$ cat src/rtl/ifu_fetch_queue_if.sv
// Handshake bundle between the PC generator, instruction arbiter and decode.
// The queue side uses modport slave; the surrounding pipeline uses master.
interface ifu_fetch_queue_if #(
  parameter int ADDR_W = 32,
  parameter int DATA_W = 64,
  parameter int INST_W = 32
);
  logic [ADDR_W-1:0] pc_i;
  logic              pc_valid_i;
  logic              pc_ready_o;
  logic              flush_i;

  logic [ADDR_W-1:0] mem_req_addr_o;
  logic              mem_req_valid_o;
  logic              mem_req_ready_i;
  logic [DATA_W-1:0] mem_rsp_data_i;
  logic              mem_rsp_valid_i;
  logic              mem_rsp_ready_o;

  logic [INST_W-1:0] inst_o;
  logic [ADDR_W-1:0] inst_pc_o;
  logic              inst_err_o;
  logic              inst_valid_o;
  logic              inst_ready_i;

  modport slave (
    input  pc_i, pc_valid_i, flush_i, mem_req_ready_i, mem_rsp_data_i,
           mem_rsp_valid_i, inst_ready_i,
    output pc_ready_o, mem_req_addr_o, mem_req_valid_o, mem_rsp_ready_o,
           inst_o, inst_pc_o, inst_err_o, inst_valid_o
  );

  modport master (
    output pc_i, pc_valid_i, flush_i, mem_req_ready_i, mem_rsp_data_i,
           mem_rsp_valid_i, inst_ready_i,
    input  pc_ready_o, mem_req_addr_o, mem_req_valid_o, mem_rsp_ready_o,
           inst_o, inst_pc_o, inst_err_o, inst_valid_o
  );
endinterface

$ cat src/rtl/ifu_fetch_queue.sv
// In-order multi-outstanding instruction fetch queue with flush-kill draining.
// Define IFU_FETCH_PERF_EN to add 64-bit fetch/kill/stall performance counters.
module ifu_fetch_queue #(
  parameter int              ADDR_W = 32,
  parameter int              DATA_W = 64,
  parameter int              INST_W = 32,
  parameter int              DEPTH  = 4,
  parameter logic [ADDR_W-1:0] MBASE = 32'h8000_0000,
  parameter logic [ADDR_W-1:0] MEND  = 32'h8800_0000
) (
  input  logic                clk,
  input  logic                rst,
  ifu_fetch_queue_if.slave    bus
`ifdef IFU_FETCH_PERF_EN
  ,
  output logic [63:0]         perf_fetch_cnt_o,
  output logic [63:0]         perf_kill_cnt_o,
  output logic [63:0]         perf_stall_cnt_o
`endif
);

  localparam int PTR_W  = $clog2(DEPTH);
  localparam int LANES  = DATA_W / INST_W;
  localparam int INST_B = $clog2(INST_W / 8);

  typedef logic [PTR_W:0] ptr_t;

  ptr_t alloc_ptr, fill_ptr, head_ptr, count;
  logic [PTR_W-1:0] alloc_idx, fill_idx, head_idx;

  logic [ADDR_W-1:0] pc_q   [DEPTH];
  logic [INST_W-1:0] lane_q [DEPTH];
  logic [DEPTH-1:0]  filled_q, kill_q, err_q, occupied;

  logic full, empty, req_valid, req_fire, rsp_fire, pc_err;
  logic out_valid, drop, pop;

  // Picks the instruction lane addressed by the low PC bits within the response beat.
  function automatic logic [INST_W-1:0] pick_lane(input logic [DATA_W-1:0] data,
                                                  input logic [ADDR_W-1:0] pc);
    logic [ADDR_W-1:0] idx;
    idx = (pc >> INST_B) & ADDR_W'(LANES - 1);
    return INST_W'(data >> (idx * INST_W));
  endfunction

  assign alloc_idx = alloc_ptr[PTR_W-1:0];
  assign fill_idx  = fill_ptr[PTR_W-1:0];
  assign head_idx  = head_ptr[PTR_W-1:0];
  assign count     = alloc_ptr - head_ptr;
  assign empty     = (alloc_ptr == head_ptr);
  assign full      = (alloc_ptr[PTR_W] != head_ptr[PTR_W]) && (alloc_idx == head_idx);

  // Request path is purely combinational; reset gates it so nothing leaks out mid-reset.
  assign req_valid = rst & bus.pc_valid_i & ~full & ~bus.flush_i;
  assign req_fire  = req_valid & bus.mem_req_ready_i;
  assign pc_err    = (bus.pc_i < MBASE) || (bus.pc_i >= MEND);

  assign bus.mem_req_addr_o  = bus.pc_i;
  assign bus.mem_req_valid_o = req_valid;
  assign bus.pc_ready_o      = req_fire;
  assign bus.mem_rsp_ready_o = rst;

  // A response with nothing outstanding is a protocol violation and is ignored.
  assign rsp_fire = rst & bus.mem_rsp_valid_i & (fill_ptr != alloc_ptr);

  assign out_valid = ~empty & filled_q[head_idx] & ~kill_q[head_idx] & ~bus.flush_i;
  assign drop      = ~empty & filled_q[head_idx] & kill_q[head_idx];
  assign pop       = (out_valid & bus.inst_ready_i) | drop;

  assign bus.inst_valid_o = out_valid;
  assign bus.inst_o       = lane_q[head_idx];
  assign bus.inst_pc_o    = pc_q[head_idx];
  assign bus.inst_err_o   = err_q[head_idx];

  // NOTE: default first so every path assigns occupied and no latch is inferred.
  always_comb begin
    occupied = '0;
    for (int i = 0; i < DEPTH; i++) begin
      occupied[i] = ptr_t'({1'b0, PTR_W'(i) - head_idx}) < count;
    end
  end

  // NOTE: non-blocking assignments keep every register update order-independent.
  always_ff @(posedge clk or negedge rst) begin
    if (!rst) begin
      alloc_ptr <= '0;
      fill_ptr  <= '0;
      head_ptr  <= '0;
      filled_q  <= '0;
      kill_q    <= '0;
      err_q     <= '0;
    end else begin
      if (req_fire) begin
        filled_q[alloc_idx] <= 1'b0;
        kill_q[alloc_idx]   <= 1'b0;
        err_q[alloc_idx]    <= pc_err;
        alloc_ptr           <= alloc_ptr + ptr_t'(1);
      end
      if (rsp_fire) begin
        filled_q[fill_idx] <= 1'b1;
        fill_ptr           <= fill_ptr + ptr_t'(1);
      end
      // Flush never coincides with an alloc, so this cannot clash with the clear above.
      if (bus.flush_i) kill_q <= kill_q | occupied;
      if (pop)         head_ptr <= head_ptr + ptr_t'(1);
    end
  end

  // NOTE: payload storage is not reset; filled/kill and the pointers guard every read.
  always_ff @(posedge clk) begin
    if (req_fire) pc_q[alloc_idx]  <= bus.pc_i;
    if (rsp_fire) lane_q[fill_idx] <= pick_lane(bus.mem_rsp_data_i, pc_q[fill_idx]);
  end

`ifdef IFU_FETCH_PERF_EN
  logic [63:0] fetch_cnt, kill_cnt, stall_cnt;

  always_ff @(posedge clk or negedge rst) begin
    if (!rst) begin
      fetch_cnt <= '0;
      kill_cnt  <= '0;
      stall_cnt <= '0;
    end else begin
      if (out_valid & bus.inst_ready_i)   fetch_cnt <= fetch_cnt + 64'd1;
      if (drop)                           kill_cnt  <= kill_cnt + 64'd1;
      if (bus.pc_valid_i & ~req_fire)     stall_cnt <= stall_cnt + 64'd1;
    end
  end

  assign perf_fetch_cnt_o = fetch_cnt;
  assign perf_kill_cnt_o  = kill_cnt;
  assign perf_stall_cnt_o = stall_cnt;
`endif

  rsp_has_outstanding: assert property (@(posedge clk) disable iff (!rst)
    bus.mem_rsp_valid_i |-> (fill_ptr != alloc_ptr));

endmodule

$ cat src/flat_wrapper.sv
// flat-port wrapper written by rule: the top's interface ports become plain ports
module ifu_fetch_queue_flat 
#(
  parameter int              ADDR_W = 32,
  parameter int              DATA_W = 64,
  parameter int              INST_W = 32,
  parameter int              DEPTH  = 4,
  parameter logic [ADDR_W-1:0] MBASE = 32'h8000_0000,
  parameter logic [ADDR_W-1:0] MEND  = 32'h8800_0000
)
  (clk, rst, bus_pc_i, bus_pc_valid_i, bus_flush_i, bus_mem_req_ready_i, bus_mem_rsp_data_i, bus_mem_rsp_valid_i, bus_inst_ready_i, bus_pc_ready_o, bus_mem_req_addr_o, bus_mem_req_valid_o, bus_mem_rsp_ready_o, bus_inst_o, bus_inst_pc_o, bus_inst_err_o, bus_inst_valid_o);
  ifu_fetch_queue_if #(.ADDR_W(ADDR_W), .DATA_W(DATA_W), .INST_W(INST_W)) bus_i ();
  input  logic clk;
  input  logic rst;
  input wire logic [$bits(bus_i.pc_i)-1:0] bus_pc_i;
  input wire logic [$bits(bus_i.pc_valid_i)-1:0] bus_pc_valid_i;
  input wire logic [$bits(bus_i.flush_i)-1:0] bus_flush_i;
  input wire logic [$bits(bus_i.mem_req_ready_i)-1:0] bus_mem_req_ready_i;
  input wire logic [$bits(bus_i.mem_rsp_data_i)-1:0] bus_mem_rsp_data_i;
  input wire logic [$bits(bus_i.mem_rsp_valid_i)-1:0] bus_mem_rsp_valid_i;
  input wire logic [$bits(bus_i.inst_ready_i)-1:0] bus_inst_ready_i;
  output wire logic [$bits(bus_i.pc_ready_o)-1:0] bus_pc_ready_o;
  output wire logic [$bits(bus_i.mem_req_addr_o)-1:0] bus_mem_req_addr_o;
  output wire logic [$bits(bus_i.mem_req_valid_o)-1:0] bus_mem_req_valid_o;
  output wire logic [$bits(bus_i.mem_rsp_ready_o)-1:0] bus_mem_rsp_ready_o;
  output wire logic [$bits(bus_i.inst_o)-1:0] bus_inst_o;
  output wire logic [$bits(bus_i.inst_pc_o)-1:0] bus_inst_pc_o;
  output wire logic [$bits(bus_i.inst_err_o)-1:0] bus_inst_err_o;
  output wire logic [$bits(bus_i.inst_valid_o)-1:0] bus_inst_valid_o;
  assign bus_i.pc_i = bus_pc_i;
  assign bus_i.pc_valid_i = bus_pc_valid_i;
  assign bus_i.flush_i = bus_flush_i;
  assign bus_i.mem_req_ready_i = bus_mem_req_ready_i;
  assign bus_i.mem_rsp_data_i = bus_mem_rsp_data_i;
  assign bus_i.mem_rsp_valid_i = bus_mem_rsp_valid_i;
  assign bus_i.inst_ready_i = bus_inst_ready_i;
  assign bus_pc_ready_o = bus_i.pc_ready_o;
  assign bus_mem_req_addr_o = bus_i.mem_req_addr_o;
  assign bus_mem_req_valid_o = bus_i.mem_req_valid_o;
  assign bus_mem_rsp_ready_o = bus_i.mem_rsp_ready_o;
  assign bus_inst_o = bus_i.inst_o;
  assign bus_inst_pc_o = bus_i.inst_pc_o;
  assign bus_inst_err_o = bus_i.inst_err_o;
  assign bus_inst_valid_o = bus_i.inst_valid_o;
  ifu_fetch_queue #(.ADDR_W(ADDR_W), .DATA_W(DATA_W), .INST_W(INST_W), .DEPTH(DEPTH), .MBASE(MBASE), .MEND(MEND)) u_core (.clk(clk), .rst(rst), .bus(bus_i));
endmodule
$ cat config.mk
export PLATFORM = sky130hd
export DESIGN_NAME = ifu_fetch_queue_flat
export DESIGN_NICKNAME = d
export VERILOG_FILES = /design/src/rtl/ifu_fetch_queue_if.sv /design/src/rtl/ifu_fetch_queue.sv /design/src/flat_wrapper.sv
export SDC_FILE = /design/constraint.sdc
export NUM_CORES = 1
export LEC_CHECK = 0
export ABC_CLOCK_PERIOD_IN_PS = 3500
export CAP_MARGIN = 15
export CELL_PAD_IN_SITES_DETAIL_PLACEMENT = 0
export CELL_PAD_IN_SITES_GLOBAL_PLACEMENT = 2
export CORE_UTILIZATION = 32
export CTS_CLUSTER_DIAMETER = 40
export DETAILED_ROUTE_END_ITERATION = 10
export MAX_ROUTING_LAYER = met4
export PLACE_DENSITY_LB_ADDON = 0.25
export SETUP_SLACK_MARGIN = 0.05
export SYNTH_ARGS = -nofsm -noshare
export SYNTH_HDL_FRONTEND = slang
export SYNTH_SLANG_ARGS = --single-unit
export TNS_END_PERCENT = 5
$ cat constraint.sdc
create_clock -name clk -period 3.5 [get_ports clk]
set_clock_uncertainty 0.05 [all_clocks]
set_input_delay 0.7 -clock clk [delete_from_list [all_inputs] [get_ports clk]]
set_output_delay 0.7 -clock clk [all_outputs]
set_load 0.01 [all_outputs]
==> impl_metrics.env, run 1 <==
export IMPL_power_density_nw_per_um2=815
export IMPL_required_ns=2.75
export IMPL_rows=68
export IMPL_fin_crit_ns=3.27
export IMPL_drive_above_1_share_pct=26.4
export IMPL_synthAdderAreaFrac_pct=2.19
export IMPL_gp_congestion=0.715
export IMPL_synth_mux_area_fraction_pct=17.3
export IMPL_synth_area_leaders="edfxtp_1 (69%), mux4_2 (14%), dfrtp_1 (4.7%)"
export IMPL_synth_compound_area_share_pct=1.04
export IMPL_ys_seq_area_share_pct=73.3
export IMPL_ant_nets=0
export IMPL_vdd_drop_max_mv=0.337
export IMPL_core_um2=34500
export IMPL_die_x_um=189
export IMPL_yosys_area_top_type="edfxtp_1"
export IMPL_synth_top_area_share_pct=68.7
export IMPL_num_fill_cells=3039
export IMPL_crit_type="flop to primary output"
export IMPL_port_buffers=203
export IMPL_start_util_pct=32.5
export IMPL_cts_buffers=40
export IMPL_drv_cap=0
export IMPL_arrival_ns=2.52
export IMPL_power_w=0.0123
export IMPL_grt_pass1_wl_um=36600
export IMPL_synth_warning_count=0
export IMPL_hold_buffers=0
export IMPL_drc=0
export IMPL_cp_max_fo=20
export IMPL_ys_types=33
export IMPL_final_nets=863
export IMPL_syn_nets=652
export IMPL_rsz0062_at_grt="false"
export IMPL_finalSetupViolations=0
export IMPL_htree_levels=2
export IMPL_die_area_um2=35700
export IMPL_area_growth_pct=34.6
export IMPL_hpwl_um=15000
export IMPL_min_path_type="flop to flop"
export IMPL_comb_power_share_pct=32.2
export IMPL_dpl_cell_count=1150
export IMPL_fin_cells=1227
export IMPL_endpoint_kind="primary output"
export IMPL_synth_most_common_cell="edfxtp_1"
export IMPL_synth_ff_type="edfxtp_1"
export IMPL_io_pins=204
export IMPL_final_period_utilization_pct=93.3
export IMPL_clkPwrFrac_pct=32.7
export IMPL_worstMarginPinSlew_ns=0.800
export IMPL_relSlewSlack_pct=46.7
export IMPL_routedWlPerCell_um=19.1
export IMPL_p_int_w=0.00879
export IMPL_clockBufferDepth=3
export IMPL_avgSynthCellArea_um2=21.1
export IMPL_antenna_found_initial=0
export IMPL_clock_latency_ns=0.51
export IMPL_switching_share_pct=28.4
export IMPL_synth_commonest_cells="edfxtp_1 (256), mux4_2 (68), buf_4 (33)"
export IMPL_cts_root_buf="clkbuf_16"
export IMPL_gr_usage_all_layers_pct=13.9
export IMPL_fmax_ghz=0.306
export IMPL_overflow=0
export IMPL_synthSimpleGateAreaFrac_pct=1.49
export IMPL_drv_slew=0
export IMPL_hold_viol_final=0
export IMPL_vias=5659
export IMPL_synth_xor_area_share_pct=0.927
export IMPL_grt_pass1_vias=6404
export IMPL_ys_ff_latch=277
export IMPL_syn_inst=530
export IMPL_drt_pass1_iter_count=6
export IMPL_synth_top_family_by_area="multiplexers"
export IMPL_startpoint_type="flop"
export IMPL_status="finished clean"
export IMPL_power_net_switching_w=0.00349
export IMPL_grt_max_degree=43
export IMPL_synth_edff_count=256
export IMPL_tritoncts="yes"
export IMPL_synth_area_um2=11200
export IMPL_leakagePower_nw=5.06
export IMPL_clkTransAtPathRegs_ns=0.05
export IMPL_pwr_share_seq_pct=35.1
export IMPL_die_y_um=189
export IMPL_cts_sinks=277
export IMPL_viasPerCell=4.61
export IMPL_drt_iter0_drc=344
export IMPL_routed_wl_um=23500
export IMPL_async_reset_ff_share_pct=7.58
export IMPL_n_antenna_cell=0
worst max-delay path, stage by stage (launching register included):
cell and delay [ns]:
dfrtp_4 0.51, buf_4 0.40, mux4_2 0.56, clkdlybuf4s50_1 0.52
metrics by stage:
step	hold WS (ns)	setup slack, ns	setup TNS [ns]	util [%]	area (um2)
2_1_floorplan	0.354	-0.0546	-0.109	-	11200
3_3_place_gp	0.413	0.510	0	39.7	13700
3_5_place_dp	0.421	0.459	0	39.7	13700
4_1_cts	0.432	0.0977	0	43.7	15100
5_1_grt	0.450	0.0980	0	43.7	15100
6_report	0.431	0.233	0	43.7	15100
timing repair:
item	in CTS	in global routing
setup endpoints to repair	23	1
gates resized for setup	0	1
setup buffers	4	0
pin swaps	0	0
power by group through the flow:
stage / logic, W / clock network [W] / registers (W)
2_1_floorplan: 0.00236 / 0 / 0.00431
3_3_place_gp: 0.00391 / 0 / 0.00443
3_5_place_dp: 0.00396 / 0 / 0.00445
4_1_cts: 0.00408 / 0.00412 / 0.00432
5_1_grt: 0.00433 / 0.00426 / 0.00436
6_report: 0.00395 / 0.00401 / 0.00432
layer usage:
| metal | share of wire (%) | GRT usage [%] | wire (um) | up-vias |
|---|---|---|---|---|
| met4 | 1.6 | 3.57 | 384 | 0 |
| li1 | - | - | - | 2530 |
| met2 | 48 | 22.3 | 11300 | 200 |
| met1 | 43 | 17.5 | 10200 | 2895 |
| met3 | 6.7 | 3.45 | 1560 | 34 |
| met5 | 0 | - | 0 | - |
path summary, 6_finish.rpt:
kind | to | depth (start not counted) | slack [ns] | start
max reg2reg | u_core.err_q[3]$_DFFE_PN0P_ | 8 | 0.74 | u_core.head_ptr[0]$_DFFE_PN0P_
max | bus_inst_o[14] | 3 | 0.23 | u_core.head_ptr[0]$_DFFE_PN0P_
min in group asynchronous | u_core.alloc_ptr[0]$_DFFE_PN0N_ | 3 | 0.66 | rst
max in group asynchronous | u_core.head_ptr[1]$_DFFE_PN0P_ | 3 | 2.48 | rst
min | u_core.err_q[2]$_DFFE_PN0P_ | 1 | 0.43 | u_core.err_q[2]$_DFFE_PN0P_
min reg2reg | u_core.err_q[2]$_DFFE_PN0P_ | 1 | 0.43 | u_core.err_q[2]$_DFFE_PN0P_
sequential cells by signal (all words and copies together), names as in the netlist:
| name | flops |
|---|---|
| u_core.alloc_ptr | 3 |
| u_core.err_q | 4 |
| u_core.fill_ptr | 3 |
| u_core.filled_q | 4 |
| u_core.head_ptr | 3 |
| u_core.kill_q | 4 |
| u_core.lane_q | 128 |
| u_core.pc_q | 128 |
cell families (layout without fill, tap and decap cells):
family                     after synthesis  in the layout
muxes                                  104            104
AOI/OAI and AO/OA                       15             15
and+or+nand+nor                         34             34
xor gates and xnor gates                11             11
buffers and inverters                   70            312
DFF                                    277            277
adders and majority gates               19             19
area by class of cell:
cell class                 count  area [um2]  area share (%)
sequential                   277        8220            54.6
timing repair buffer         222        2260            15.0
clock buffer                  46        1040            6.93
clock inverter                27         322            2.13
multi-input combinational    183        2580            17.1
inverter                      17        68.8           0.457
tap                          455         569            3.78
layout by cell type (no fill, tap or decap), types with 7 or more instances in the layout:
master	count
edfxtp_1	256
clkbuf_16	41
mux4_2	68
buf_4	12
nor2_1	7
dfrtp_1	19
nand2_1	7
ha_1	18
inv_6	7
xnor2_1	8
buf_12	7
clkdlybuf4s50_1	202
inv_1	13
nor3_1	9
mux2_2	32
No activity file was read; power rests on OpenSTA's default activity.
==> run 2, diff against run 1 <==
--- a/config.mk
+++ b/config.mk
@@ -11,2 +11,3 @@
 export CELL_PAD_IN_SITES_GLOBAL_PLACEMENT = 2
+export CORE_ASPECT_RATIO = 2
 export CORE_UTILIZATION = 32
--- a/constraint.sdc
+++ b/constraint.sdc
@@ -4,2 +4,2 @@
 set_output_delay 0.7 -clock clk [all_outputs]
-set_load 0.01 [all_outputs]
+set_load 0.02 [all_outputs]
==> run 2 against run 1 <==
Maximum frequency is 1.4% lower. Clock power decreased by 25%. Non-clock buffer count grew 3. Setup slack got worse by 0.047 ns. Critical path type unchanged. Wire length grew 3.1%. Count of clock-buffer cells in the layout shrank 17. Critical endpoint is now bus_inst_o[18]. Worst hold slack improved by 0.011 ns. Total power decreased by 4.5%. Sequential share of layout area is 1.5 points higher. Highest routed layer unchanged. Combinational power up 11%. Final area is 2.7% lower. Via count barely moved.
==> impl_metrics.env, run 2 (synthesis gave the netlist of run 1 again) <==
export IMPL_final_area_um2=14700
export IMPL_drv_cap=0
export IMPL_tritoncts="yes"
export IMPL_setup_tns_ns=0
export IMPL_rsz0062_at_grt="false"
export IMPL_drt_pass1_iter_count=4
export IMPL_hold_buffers=0
export IMPL_comb_power_share_pct=37.5
export IMPL_drt_iter0_drc=322
export IMPL_grt_pass1_vias=6462
export IMPL_final_nets=853
export IMPL_fin_crit_ns=3.31
export IMPL_power_net_switching_w=0.00371
export IMPL_place_area_um2=13700
export IMPL_hpwl_um=15600
export IMPL_fin_ws_ns=0.186
export IMPL_rows=96
export IMPL_vias=5660
export IMPL_relSlewSlack_pct=44.3
export IMPL_mostFrequentLayoutCells="edfxtp_1 (256), clkdlybuf4s50_1 (200), mux4_2 (68)"
export IMPL_die_y_um=267
export IMPL_viasPerCell=4.74
export IMPL_reg_top3="u_core.lane_q (128), u_core.pc_q (128)"
export IMPL_path_cells="buf_4 -> buf_12 -> mux4_2 -> clkdlybuf4s50_1"
export IMPL_htree_levels=1
export IMPL_gr_usage_all_layers_pct=14.2
export IMPL_cts_buffers=27
export IMPL_cp_slowest_stage_delay_ns=0.57
export IMPL_clkTransAtPathRegs_ns=0.06
export IMPL_finalSetupViolations=0
export IMPL_hold_viol_final=0
export IMPL_cts_sinks=277
export IMPL_vdd_drop_max_mv=0.458
export IMPL_leakagePower_nw=4.89
export IMPL_cp_max_fo=27
export IMPL_grt_pass1_wl_um=37400
export IMPL_fin_util_pct=42.7
export IMPL_core_um2=34400
export IMPL_final_period_utilization_pct=94.7
export IMPL_crit_family="buffers and inverters"
export IMPL_power_density_nw_per_um2=800
export IMPL_clockBufferDepth=3
export IMPL_port_buffers=203
export IMPL_switching_share_pct=31.6
export IMPL_drc=0
export IMPL_drv_slew=0
export IMPL_routedWlPerCell_um=20.3
export IMPL_power_w=0.0117
export IMPL_pwr_share_seq_pct=36.9
export IMPL_drive_above_1_share_pct=24.6
export IMPL_routed_wl_um=24200
export IMPL_start_util_pct=32.6
export IMPL_clock_latency_ns=0.54
export IMPL_critPathBufInv=3
export IMPL_crit_type="flop to primary output"
export IMPL_required_ns=2.75
export IMPL_fmax_ghz=0.302
export IMPL_gp_congestion=0.686
export IMPL_num_fill_cells=3057
export IMPL_worstMarginPinSlew_ns=0.836
export IMPL_die_x_um=134
export IMPL_arrival_ns=2.56
export IMPL_io_pins=204
export IMPL_rrSetupSlack_ns=0.76
export IMPL_n_antenna_cell=0
export IMPL_startpoint_type="flop"
export IMPL_dp_slack_ns=0.430
export IMPL_status="finished clean"
export IMPL_crit_slowest_cell="clkdlybuf4s50_1"
export IMPL_clkPwrFrac_pct=25.7
export IMPL_cts_root_buf="clkbuf_16"
export IMPL_min_path_type="flop to flop"
export IMPL_die_area_um2=35800
export IMPL_layout_commonest_cell="edfxtp_1"
export IMPL_ant_nets=0
export IMPL_grt_max_degree=71
export IMPL_p_int_w=0.00802
export IMPL_endpoint_kind="primary output"
export IMPL_overflow=0
export IMPL_area_growth_pct=30.9
export IMPL_antenna_found_initial=0
==> run 2: worst paths after layout <==
kind	cells past startpoint	startpoint	end
worst min-delay path	1	u_core.fill_ptr[2]$_DFFE_PN0P_	u_core.fill_ptr[2]$_DFFE_PN0P_
worst min register to register	1	u_core.fill_ptr[2]$_DFFE_PN0P_	u_core.fill_ptr[2]$_DFFE_PN0P_
min in group asynchronous	2	rst	u_core.alloc_ptr[0]$_DFFE_PN0N_
max in group asynchronous	2	rst	u_core.head_ptr[0]$_DFFE_PN0P_
worst max-delay path	4	u_core.head_ptr[0]$_DFFE_PN0P_	bus_inst_o[18]
worst max register to register	8	u_core.head_ptr[1]$_DFFE_PN0P_	u_core.pc_q[3][19]$_DFFE_PP_
==> run 2: metrics by stage <==
step | instances | hold slack [ns]
2_1_floorplan | 530 | 0.354
3_3_place_gp | 1139 | 0.415
3_5_place_dp | 1139 | 0.426
4_1_cts | 1192 | 0.446
5_1_grt | 1193 | 0.459
6_report | 1193 | 0.442
==> run 2: power by group through the flow <==
stage | sequential, W | combinational, W | clock, W
after global routing | 0.00436 | 0.00475 | 0.00323
after CTS | 0.00433 | 0.00448 | 0.00310
after detailed placement | 0.00443 | 0.00439 | 0
after global placement | 0.00440 | 0.00434 | 0
after floorplan | 0.00431 | 0.00273 | 0
final | 0.00432 | 0.00439 | 0.00301
==> run 2: final cells by class <==
type	instances	area, um2	area share [%]
clock buffer	29	683	4.66
timing repair buffer	225	2310	15.8
multi-input combinational	183	2580	17.6
tap	441	552	3.76
inverter	17	73.8	0.504
sequential	277	8220	56.1
clock inverter	21	236	1.61
==> run 2: worst register-to-register path: stages (launching register included) <==
cell	delay (ns)
dfrtp_4	0.52
inv_1	0.19
ha_1	0.28
and2_0	0.19
a2111oi_4	0.32
buf_4	0.23
nand2_2	0.11
inv_4	0.33
buf_4	0.24
==> run 2: timing repair <==
item	4_1_cts	5_1_grt
gates cloned	0	1
resized for setup	1	3
endpoints found under the setup margin	28	2
buffers inserted	3	0
==> run 2: metal layers <==
layer | up-vias | GRT usage [%] | part of all wire (%)
li1 | 2497 | - | -
met1 | 2906 | 15.2 | 37
met2 | 216 | 26.0 | 54
met3 | 41 | 2.70 | 6.3
met4 | 0 | 4.95 | 2.6
met5 | - | - | 0
